$ cat src/rtl/uart_sched_pkg.sv
`default_nettype none
// ============================================================================
// Module   : uart_sched_pkg
// Purpose  : Shared FSM encodings, tag nibble and txd control-bit positions
//            for the UART transmit scheduler.
// Revision : 1.0 - initial release
// ============================================================================
package uart_sched_pkg;

    localparam int IDXW = 4;

    localparam logic [3:0] TAG_HI = 4'hA;

    localparam int CTRL_START = 0;
    localparam int CTRL_STOP2 = 1;
    localparam int CTRL_PODD  = 2;
    localparam int CTRL_PEN   = 3;

    typedef enum logic [2:0] {
        S_IDLE  = 3'd0,
        S_START = 3'd1,
        S_LATCH = 3'd2,
        S_WAIT  = 3'd3,
        S_ACK   = 3'd4
    } state_t;

    typedef enum logic {
        SEL_TAG  = 1'b0,
        SEL_DATA = 1'b1
    } sel_t;

endpackage
`default_nettype wire

$ cat src/rtl/uart_tx_sched_rr_arbiter.sv
`default_nettype none
// ============================================================================
// Module   : rr_arbiter
// Purpose  : Combinational round-robin search; first requester after ptr wins.
// Revision : 1.0 - initial release
// ============================================================================
module rr_arbiter
    import uart_sched_pkg::*;
#(
    parameter int NCH = 4
) (
    input  logic [NCH-1:0]  req,
    input  logic [IDXW-1:0] ptr,
    output logic [IDXW-1:0] gnt_idx,
    output logic            gnt_vld
);

    // Channels above ptr take precedence, then wrap around to the lowest index.
    always_comb begin
        gnt_idx = '0;
        gnt_vld = 1'b0;
        for (int n = 0; n < NCH; n++) begin
            if (!gnt_vld && req[n] && (IDXW'(n) > ptr)) begin
                gnt_vld = 1'b1;
                gnt_idx = IDXW'(n);
            end
        end
        for (int n = 0; n < NCH; n++) begin
            if (!gnt_vld && req[n]) begin
                gnt_vld = 1'b1;
                gnt_idx = IDXW'(n);
            end
        end
    end

endmodule
`default_nettype wire

$ cat src/rtl/uart_tx_sched.sv
`default_nettype none
// ============================================================================
// Module   : uart_tx_sched
// Purpose  : Round-robin sharing of one UART transmitter among NCH channels,
//            tag+data framing, per-byte watchdog abort.
// Revision : 1.0 - initial release
// ============================================================================
module uart_tx_sched
    import uart_sched_pkg::*;
#(
    parameter int NCH     = 4,
    parameter int TAG_EN  = 1,
    parameter int TMO_CYC = 65535
) (
    input  logic               clk,
    input  logic               rst,
    input  logic [NCH-1:0]     req_i,
    input  logic [NCH*8-1:0]   data_i,
    output logic [NCH-1:0]     ack_o,
    input  logic               cfg_par_en_i,
    input  logic               cfg_par_odd_i,
    input  logic               cfg_stop2_i,
    output logic [7:0]         tx_data_o,
    output logic [3:0]         tx_ctrl_o,
    input  logic               tx_ready_i,
    input  logic               tx_done_i,
    output logic               busy_o,
    output logic [IDXW-1:0]    grant_o,
    output logic               err_o,
    output logic [IDXW-1:0]    err_ch_o
);

    localparam logic [15:0] c_wdLast = 16'(TMO_CYC - 1);

    state_t          r_state,    w_stateNext;
    logic [IDXW-1:0] r_ptr,      w_ptrNext;
    logic [IDXW-1:0] r_grant,    w_grantNext;
    sel_t            r_sel,      w_selNext;
    logic [7:0]      r_data,     w_dataNext;
    logic            r_cfgPen,   w_cfgPenNext;
    logic            r_cfgPodd,  w_cfgPoddNext;
    logic            r_cfgStop2, w_cfgStop2Next;
    logic [15:0]     r_wdCnt,    w_wdCntNext;
    logic [7:0]      r_txData,   w_txDataNext;
    logic            r_txStart,  w_txStartNext;
    logic [NCH-1:0]  r_ack,      w_ackNext;
    logic            r_busy,     w_busyNext;
    logic            r_err,      w_errNext;
    logic [IDXW-1:0] r_errCh,    w_errChNext;

    logic [IDXW-1:0] w_gntIdx;
    logic            w_gntVld;
    logic [7:0]      w_gntByte;
    logic            w_wdTmo;

    rr_arbiter #(
        .NCH     (NCH)
    ) u_arb (
        .req     (req_i),
        .ptr     (r_ptr),
        .gnt_idx (w_gntIdx),
        .gnt_vld (w_gntVld)
    );

    always_comb begin
        w_gntByte = 8'h00;
        for (int n = 0; n < NCH; n++) begin
            if (w_gntIdx == IDXW'(n)) begin
                w_gntByte = data_i[8*n +: 8];
            end
        end
    end

    assign w_wdTmo = (r_wdCnt == c_wdLast);

    always_comb begin
        w_stateNext    = r_state;
        w_ptrNext      = r_ptr;
        w_grantNext    = r_grant;
        w_selNext      = r_sel;
        w_dataNext     = r_data;
        w_cfgPenNext   = r_cfgPen;
        w_cfgPoddNext  = r_cfgPodd;
        w_cfgStop2Next = r_cfgStop2;
        w_wdCntNext    = r_wdCnt;
        w_txDataNext   = r_txData;
        w_txStartNext  = 1'b0;
        w_ackNext      = '0;
        w_errNext      = 1'b0;
        w_errChNext    = r_errCh;

        // Watchdog outranks any handshake progress in the same cycle.
        if (((r_state == S_LATCH) || (r_state == S_WAIT)) && w_wdTmo) begin
            w_errNext   = 1'b1;
            w_errChNext = r_grant;
            w_ptrNext   = r_grant;
            w_stateNext = S_IDLE;
        end else begin
            case (r_state)
                S_IDLE: begin
                    if (w_gntVld) begin
                        w_grantNext    = w_gntIdx;
                        w_dataNext     = w_gntByte;
                        w_cfgPenNext   = cfg_par_en_i;
                        w_cfgPoddNext  = cfg_par_odd_i;
                        w_cfgStop2Next = cfg_stop2_i;
                        w_selNext      = (TAG_EN != 0) ? SEL_TAG : SEL_DATA;
                        w_txDataNext   = (TAG_EN != 0) ? {TAG_HI, w_gntIdx} : w_gntByte;
                        w_txStartNext  = 1'b1;
                        w_stateNext    = S_START;
                    end
                end
                S_START: begin
                    w_wdCntNext = '0;
                    w_stateNext = S_LATCH;
                end
                S_LATCH: begin
                    w_wdCntNext = r_wdCnt + 16'd1;
                    if (!tx_ready_i) begin
                        w_stateNext = S_WAIT;
                    end
                end
                S_WAIT: begin
                    w_wdCntNext = r_wdCnt + 16'd1;
                    if (tx_done_i) begin
                        if (r_sel == SEL_TAG) begin
                            w_selNext     = SEL_DATA;
                            w_txDataNext  = r_data;
                            w_txStartNext = 1'b1;
                            w_stateNext   = S_START;
                        end else begin
                            for (int n = 0; n < NCH; n++) begin
                                w_ackNext[n] = (r_grant == IDXW'(n));
                            end
                            w_stateNext = S_ACK;
                        end
                    end
                end
                S_ACK: begin
                    w_ptrNext   = r_grant;
                    w_stateNext = S_IDLE;
                end
                default: w_stateNext = S_IDLE;
            endcase
        end

        w_busyNext = (w_stateNext != S_IDLE);
    end

    always_ff @(posedge clk or posedge rst) begin
        if (rst) begin
            r_state    <= S_IDLE;
            r_ptr      <= IDXW'(NCH - 1);
            r_grant    <= '0;
            r_sel      <= SEL_TAG;
            r_data     <= '0;
            r_cfgPen   <= 1'b0;
            r_cfgPodd  <= 1'b0;
            r_cfgStop2 <= 1'b0;
            r_wdCnt    <= '0;
            r_txData   <= '0;
            r_txStart  <= 1'b0;
            r_ack      <= '0;
            r_busy     <= 1'b0;
            r_err      <= 1'b0;
            r_errCh    <= '0;
        end else begin
            r_state    <= w_stateNext;
            r_ptr      <= w_ptrNext;
            r_grant    <= w_grantNext;
            r_sel      <= w_selNext;
            r_data     <= w_dataNext;
            r_cfgPen   <= w_cfgPenNext;
            r_cfgPodd  <= w_cfgPoddNext;
            r_cfgStop2 <= w_cfgStop2Next;
            r_wdCnt    <= w_wdCntNext;
            r_txData   <= w_txDataNext;
            r_txStart  <= w_txStartNext;
            r_ack      <= w_ackNext;
            r_busy     <= w_busyNext;
            r_err      <= w_errNext;
            r_errCh    <= w_errChNext;
        end
    end

    always_comb begin
        tx_ctrl_o             = '0;
        tx_ctrl_o[CTRL_START] = r_txStart;
        tx_ctrl_o[CTRL_STOP2] = r_cfgStop2;
        tx_ctrl_o[CTRL_PODD]  = r_cfgPodd;
        tx_ctrl_o[CTRL_PEN]   = r_cfgPen;
    end

    assign tx_data_o = r_txData;
    assign ack_o     = r_ack;
    assign busy_o    = r_busy;
    assign grant_o   = r_grant;
    assign err_o     = r_err;
    assign err_ch_o  = r_errCh;

endmodule
`default_nettype wire

$ cat config.mk
export PLATFORM = sky130hd
export DESIGN_NAME = uart_tx_sched
export DESIGN_NICKNAME = d
export VERILOG_FILES = /design/src/rtl/uart_sched_pkg.sv /design/src/rtl/uart_tx_sched_rr_arbiter.sv /design/src/rtl/uart_tx_sched.sv
export SDC_FILE = /design/constraint.sdc
export NUM_CORES = 1
export LEC_CHECK = 0
export BUFFER_PORTS_ARGS = -buffer_cell sky130_fd_sc_hd__buf_4
export CORE_UTILIZATION = 45
export CTS_BUF_LIST = sky130_fd_sc_hd__clkbuf_16
export DETAILED_ROUTE_END_ITERATION = 10
export GPL_TIMING_DRIVEN = 0
export HOLD_SLACK_MARGIN = 0.08
export PLACE_DENSITY = 0.76
export SYNTH_ARGS = -nofsm -noshare
export SYNTH_HDL_FRONTEND = slang
export SYNTH_SLANG_ARGS = --single-unit
$ cat constraint.sdc
create_clock -name clk -period 5.35 [get_ports clk]
set_input_delay 0.8025 -clock clk [delete_from_list [all_inputs] [get_ports clk]]
set_output_delay 0.8025 -clock clk [all_outputs]
set_load 0.005 [all_outputs]
==> Word level (Yosys, flattened, before mapping) <==
Cells that the tools add are included.
{ "classes": {"addsub": 1, "n_lt_le_gt_ge": 4, "eq_ne": 14, "mux": 45, "bitwise": 1, "reduce_logical": 32} }
{ "op_table": {"columns": ["operator", "count"], "rows": [
  ["8-bit 2-to-1 mux", 7],
  ["16-bit one-hot mux with 2 select lines", 1],
  ["4-bit 2-to-1 mux", 6],
  ["16-bit by 1-bit adder with 16-bit output (second input constant)", 1],
  ["16-bit equality test (second input constant)", 1],
  ["4-bit by 2-bit equality test with 1-bit output (second input constant)", 4],
  ["1-bit 2-to-1 mux", 16],
  ["8-bit one-hot mux with 2 select lines", 1],
  ["3-bit 2-to-1 mux", 5],
  ["1-bit logical AND", 12],
  ["2-bit 2-to-1 mux", 6],
  ["3-bit one-hot mux with 4 select lines", 1],
  ["4-bit by 1-bit equality test with 1-bit output (second input constant)", 2],
  ["1-bit by 4-bit greater-than comparator with 1-bit output (first input constant)", 2],
  ["2-bit by 4-bit greater-than comparator with 1-bit output (first input constant)", 2],
  ["4-bit logical NOT", 2],
  ["1-bit logical NOT", 7],
  ["3-bit by 2-bit equality test with 1-bit output (second input constant)", 2],
  ["2-bit nonzero test", 3],
  ["5-bit AND reduction", 1],
  ["2-bit != test (second input constant)", 2],
  ["1-bit one-hot mux with 2 select lines", 2],
  ["4-bit AND reduction", 1],
  ["3-bit by 1-bit equality test with 1-bit output (second input constant)", 1],
  ["other kinds (9)", 9]
]} }
{ "word_totals": {"register_bits": 58, "output_inout_bits": 26, "word_cells": 112} }

==> Longest topological paths before layout <==
{ "logic_depth": {"word_depth": 32, "ltp_mapped": 8} }

==> By module <==
Synthesis repeated with hierarchy kept, for this count alone.
{ "hier_totals": {"cells_unflattened": 299, "hier_area_um2": 3060.4} }
{ "by_module_without_submodules": {"columns": ["module", "instances", "cells_per_inst", "area_each_um2", "seq_area_each_um2"], "rows": [
  ["uart_tx_sched", 1, 279, 2936.6, 1453.9],
  ["rr_arbiter", 1, 20, 123.9, 0.0]
]} }

==> Worst setup path after synthesis <==
OpenSTA, ideal clock, no wires.
{ "synth_path": {"kind": "input-to-reg", "from": "input port req_i[1]", "to": "register r_data[0]", "setup_ns": 0.130, "arrival_ns": 1.912, "required_time_ns": 5.220, "setup_slack_ns": 3.308, "cell_stages": 6, "path_buffers": 2, "path_cell_list": "nor4_1 -> or4_1 -> buf_2 -> buf_4 -> o31ai_1 -> a21oi_1"} }
{ "synth_via": {"elab_chain_cells": 28} }
{ "synth_lines": {"columns": ["element", "line", "source"], "rows": [
  ["start: declaration", "uart_tx_sched.sv:17", "input logic [NCH-1:0] req_i,"],
  ["1-bit logical AND (2 in a row)", "uart_tx_sched_rr_arbiter.sv:23", "if (!gnt_vld && req[n] && (IDXW'(n) > ptr)) begin"],
  ["1-bit 2-to-1 mux", "uart_tx_sched_rr_arbiter.sv:23", null],
  ["1-bit logical NOT", "uart_tx_sched_rr_arbiter.sv:23", null],
  ["1-bit logical AND (2 in a row)", "uart_tx_sched_rr_arbiter.sv:23", null],
  ["1-bit 2-to-1 mux", "uart_tx_sched_rr_arbiter.sv:23", null],
  ["1-bit logical NOT", "uart_tx_sched_rr_arbiter.sv:23", null],
  ["1-bit logical AND (2 in a row)", "uart_tx_sched_rr_arbiter.sv:23", null],
  ["1-bit 2-to-1 mux", "uart_tx_sched_rr_arbiter.sv:23", null],
  ["(+6 left out)", null, null],
  ["1-bit logical NOT", "uart_tx_sched_rr_arbiter.sv:29", "if (!gnt_vld && req[n]) begin"],
  ["1-bit logical AND", "uart_tx_sched_rr_arbiter.sv:29", null],
  ["1-bit 2-to-1 mux", "uart_tx_sched_rr_arbiter.sv:29", null],
  ["1-bit logical NOT", "uart_tx_sched_rr_arbiter.sv:29", null],
  ["1-bit logical AND", "uart_tx_sched_rr_arbiter.sv:29", null],
  ["2-bit 2-to-1 mux", "uart_tx_sched_rr_arbiter.sv:29", null],
  ["4-bit logical NOT", "uart_tx_sched.sv:68", "if (w_gntIdx == IDXW'(n)) begin"],
  ["8-bit 2-to-1 mux (4 in a row)", "uart_tx_sched.sv:68", null],
  ["end signal: assignment", "uart_tx_sched.sv:172", "r_data <= w_dataNext;"],
  ["end: declaration", "uart_tx_sched.sv:39", "logic [7:0] r_data, w_dataNext;"]
]} }
Parallel ways exist; a longest one is shown, timed or not.
A chain may end at the register's enable or synchronous reset.

==> Final worst setup path <==
Same ends and word-level chain as after synthesis.

==> results by group <==
Timing
  • Achievable Freq: roughly 450 MHz
  • Actual slew at the worst max-slew pin: between 0.6 and 0.7 ns
  • Fin. Hold Viols: 0
  • Fin Setup TNS: 0 ns
  • Pins Over Slew Limit: 0
  • Period utilization: 41.8%
  • Slew HR: between 50% and 60%
  • Final setup fails: 0
  • Minimum clock period: between 2 and 2.5 ns
  • Final WS setup: 3.11 ns
  • Worst Clk Skew: 0.00476 ns
  • Unrepaired setup endpoints after global routing: false

Placed design
  • GP Congestion: 0.875
  • HPWL after DPL: about 4800 um
  • Cells after DPL: roughly 450
  • Place WS: roughly 2.8 ns
  • # port buffers: 64

Worst setup path
  • Crit-path cells: buf_4 > nor4_1 > or4_1 > buf_2 > buf_4 > o31ai_1 > a21oi_1
  • Critical path class: in2reg
  • Required @ worst endpoint: about 5.6 ns
  • Setup crit start: req_i[1]
  • Reg-to-reg startpoint: r_wdCnt[3]$_DFFE_PP0P_
  • Critical Path Most Common Cell: buf_4
  • CP Capture Type: register
  • CP max stage delay: about 0.6 ns
  • CP max FO: 10
  • CP Buf/Inv Count: 3
  • FF-to-FF setup slack: about 3.4 ns
  • Worst path arrival time: 2.45 ns
  • Worst path slowest cell: nor4_1
  • Critical path launch point type: input port
  • Crit-path leading delay family: simple AND/OR/NAND/NOR gates

Layout
  • # diodes: 0
  • Non-filler cells, final: ~450
  • Final net count: ~420
  • Layout Area Growth over Synthesis: 27.1%
  • Layout cell share with drive strength beyond 1: a little over a quarter

Routing
  • Final antenna-violating net count: 0
  • Total Wirelength: 6550 um
  • Starting DRT DRC Count: about 170
  • Vias: 2461
  • Via density: between 5 and 6
  • # DRC: 0
  • DRT Pass-1 Iters: 4
  • WL/cell: roughly 14 um

Global route
  • Number of global-route vias before repair: approximately 2.2k
  • GRT Util Overall: between 20% and 30%
  • GR Util met1: between 30% and 40%
  • Largest net degree at the start of global routing: 29
  • Grt met2 use: 32.6%
  • Initial antenna violation count: 0
  • Most used routing layer: met2
  • Total grt overflow: 0
  • First-pass GRT wire length: around 11000 um
  • GR Util met3: around 5.2%

Logic synthesis
  • Multiplexer share of the synthesized area: 1.82%
  • Synth Flop Type: dfrtp_1
  • Main combinational cell family by area after synthesis: simple AND/OR/NAND/NOR gates
  • EDFF count, synth: 0
  • Post-Synth Adder-Cell Area: less than 1%
  • Post-synthesis sequential area ratio: 47.5%
  • Synth Area in Compound Gates: roughly 19%
  • Most common cell in the netlist: nand2_1
  • #FFs+latches synth: 52
  • Syn avg cell area: 9.08 um2
  • Cells after Synth: 302
  • Synth area leader: dfrtp_1
  • Synth top area cells: dfrtp_1 46%, nand2_1 7.4%, o21ai_0 5.1%, nor2_1 4.1%, buf_4 3.0%
  • Synth top area share: a little under half
  • Post-synthesis async set-or-reset flop share: 100%
  • Synth Cell Area: 2740 um2
  • Post-synthesis simple-gate area fraction: around 23%
  • Post-synth cell types: around 50
  • Commonest cells post-synth: 54 x nand2_1, 50 x dfrtp_1, 30 x nor2_1
  • Syn. warnings: 0
  • XOR/XNOR Fraction of Synth Area: 2.55%

Floorplanning
  • # rows: 28
  • Placeable Area: just under 6000 um2
  • Die height: 80.1 um
  • Die area: 6410 um2
  • IO Count: just under 70
  • Initial core utilization: between 40% and 50%
  • Die width: 80.1 um

Worst hold path
  • Hold WC Path Type: reg2reg
  • Hold Crit Start: r_cfgStop2$_DFFE_PP0P_

Clock network
  • Clk buf depth: 2
  • CTS tree: built
  • Cts hold-fix bufs: 0
  • Total CTS buffers: 5
  • # resized after CTS: 0
  • Worst skew pair latency: slightly below 0.3 ns
  • Clk slew on worst S/H paths: approximately 0.060 ns
  • H-tree Lvls: 2
  • Root Buffer: clkbuf_16
  • CTS sink count: 52
  • # Post-CTS Setup Buffers: 0

Pwr
  • PD cells: roughly 460 nW/um2
  • Worst vdd ir: 0.254 mV
  • Leakage power: 1.66 nW

Flow run
  • Max_cap viols: 0

Status
  • Status: completed
metal layers:
metal  share of wire (%)  routed length (um)  vias to the layer above
met4                0.78                  51                        0
met2                  48                3110                       59
met1                  47                3090                     1185
li1                    -                   -                     1213
met5                   0                   0                        -
met3                 4.4                 290                        4
cell type report:
class	count	area [um2]
tap	75	93.8
timing repair buffer	65	500
inverter	9	33.8
sequential	52	1300
fill	537	2400
clock buffer	5	125
buffer	16	104
multi-input combinational	228	1310
clock inverter	3	12.5
state kept, by name (all words and copies together), names as in the netlist, 2 cells and up:
signal,flops
grant_o,2
tx_data_o,8
r_state,3
r_data,8
r_wdCnt,16
ack_o,4
err_ch_o,2
r_ptr,2
path summary, 6_finish.rpt:
check	endpoint	cells past startpoint
worst max-delay path	r_data[0]$_DFFE_PP0P_	7
worst min-delay path	r_cfgStop2$_DFFE_PP0P_	2
worst max register to register	r_wdCnt[11]$_DFFE_PP0P_	6
worst min register to register	r_cfgStop2$_DFFE_PP0P_	2
max in group asynchronous	r_ptr[0]$_DFFE_PP1P_	3
min in group asynchronous	r_wdCnt[5]$_DFFE_PP0P_	2
worst min-delay path, delay by kind of cell (launching register included):
family / cells / cell delay [ns]
simple gates: 2 / 0.10
flops: 1 / 0.34
cell families (layout without fill, tap and decap cells):
kind of cell	count (synthesis)	in the layout
AOI/OAI and AO/OA	82	82
xor gates and xnor gates	8	8
adders and majority gates	2	2
buffers and inverters	25	98
DFF	52	52
muxes	4	4
other	1	4
and+or+nand+nor	128	128
layout by cell type, fill, tap and decap left out, types with 3 or more instances in the layout:
cell type  netlist  routed
a211oi_1         3       3
a21oi_1         15      15
a22o_1           8       8
buf_4           11      75
clkbuf_16        0       5
conb_1           1       4
dfrtp_1         50      50
inv_1            8       9
nand2_1         54      54
nand3_1          7       7
nand4_1          5       5
nor2_1          30      30
nor2b_1          7       7
nor3_1           3       3
o21ai_0         28      28
o22ai_1          3       3
o31ai_1         10      10
or3_1            7       7
xor2_1           8       8
where the power goes:
part | internal, mW | switching (mW) | total (mW)
sequential | 0.509 | 0.0986 | 0.608
combinational | 0.298 | 0.381 | 0.679
clock | 0.169 | 0.136 | 0.306
metrics by stage:
| step | cell area, um2 | hold WS [ns] | utilization, % | power [mW] |
|---|---|---|---|---|
| 2_1_floorplan | 2750 | 0.447 | - | 1.05 |
| 3_3_place_gp | 3330 | 0.460 | 56.5 | 1.26 |
| 3_5_place_dp | 3350 | 0.464 | 56.9 | 1.28 |
| 4_1_cts | 3490 | 0.480 | 59.2 | 1.59 |
| 5_1_grt | 3490 | 0.509 | 59.2 | 1.72 |
| 6_report | 3490 | 0.475 | 59.2 | 1.59 |
Power figures use the tool's default switching activity.
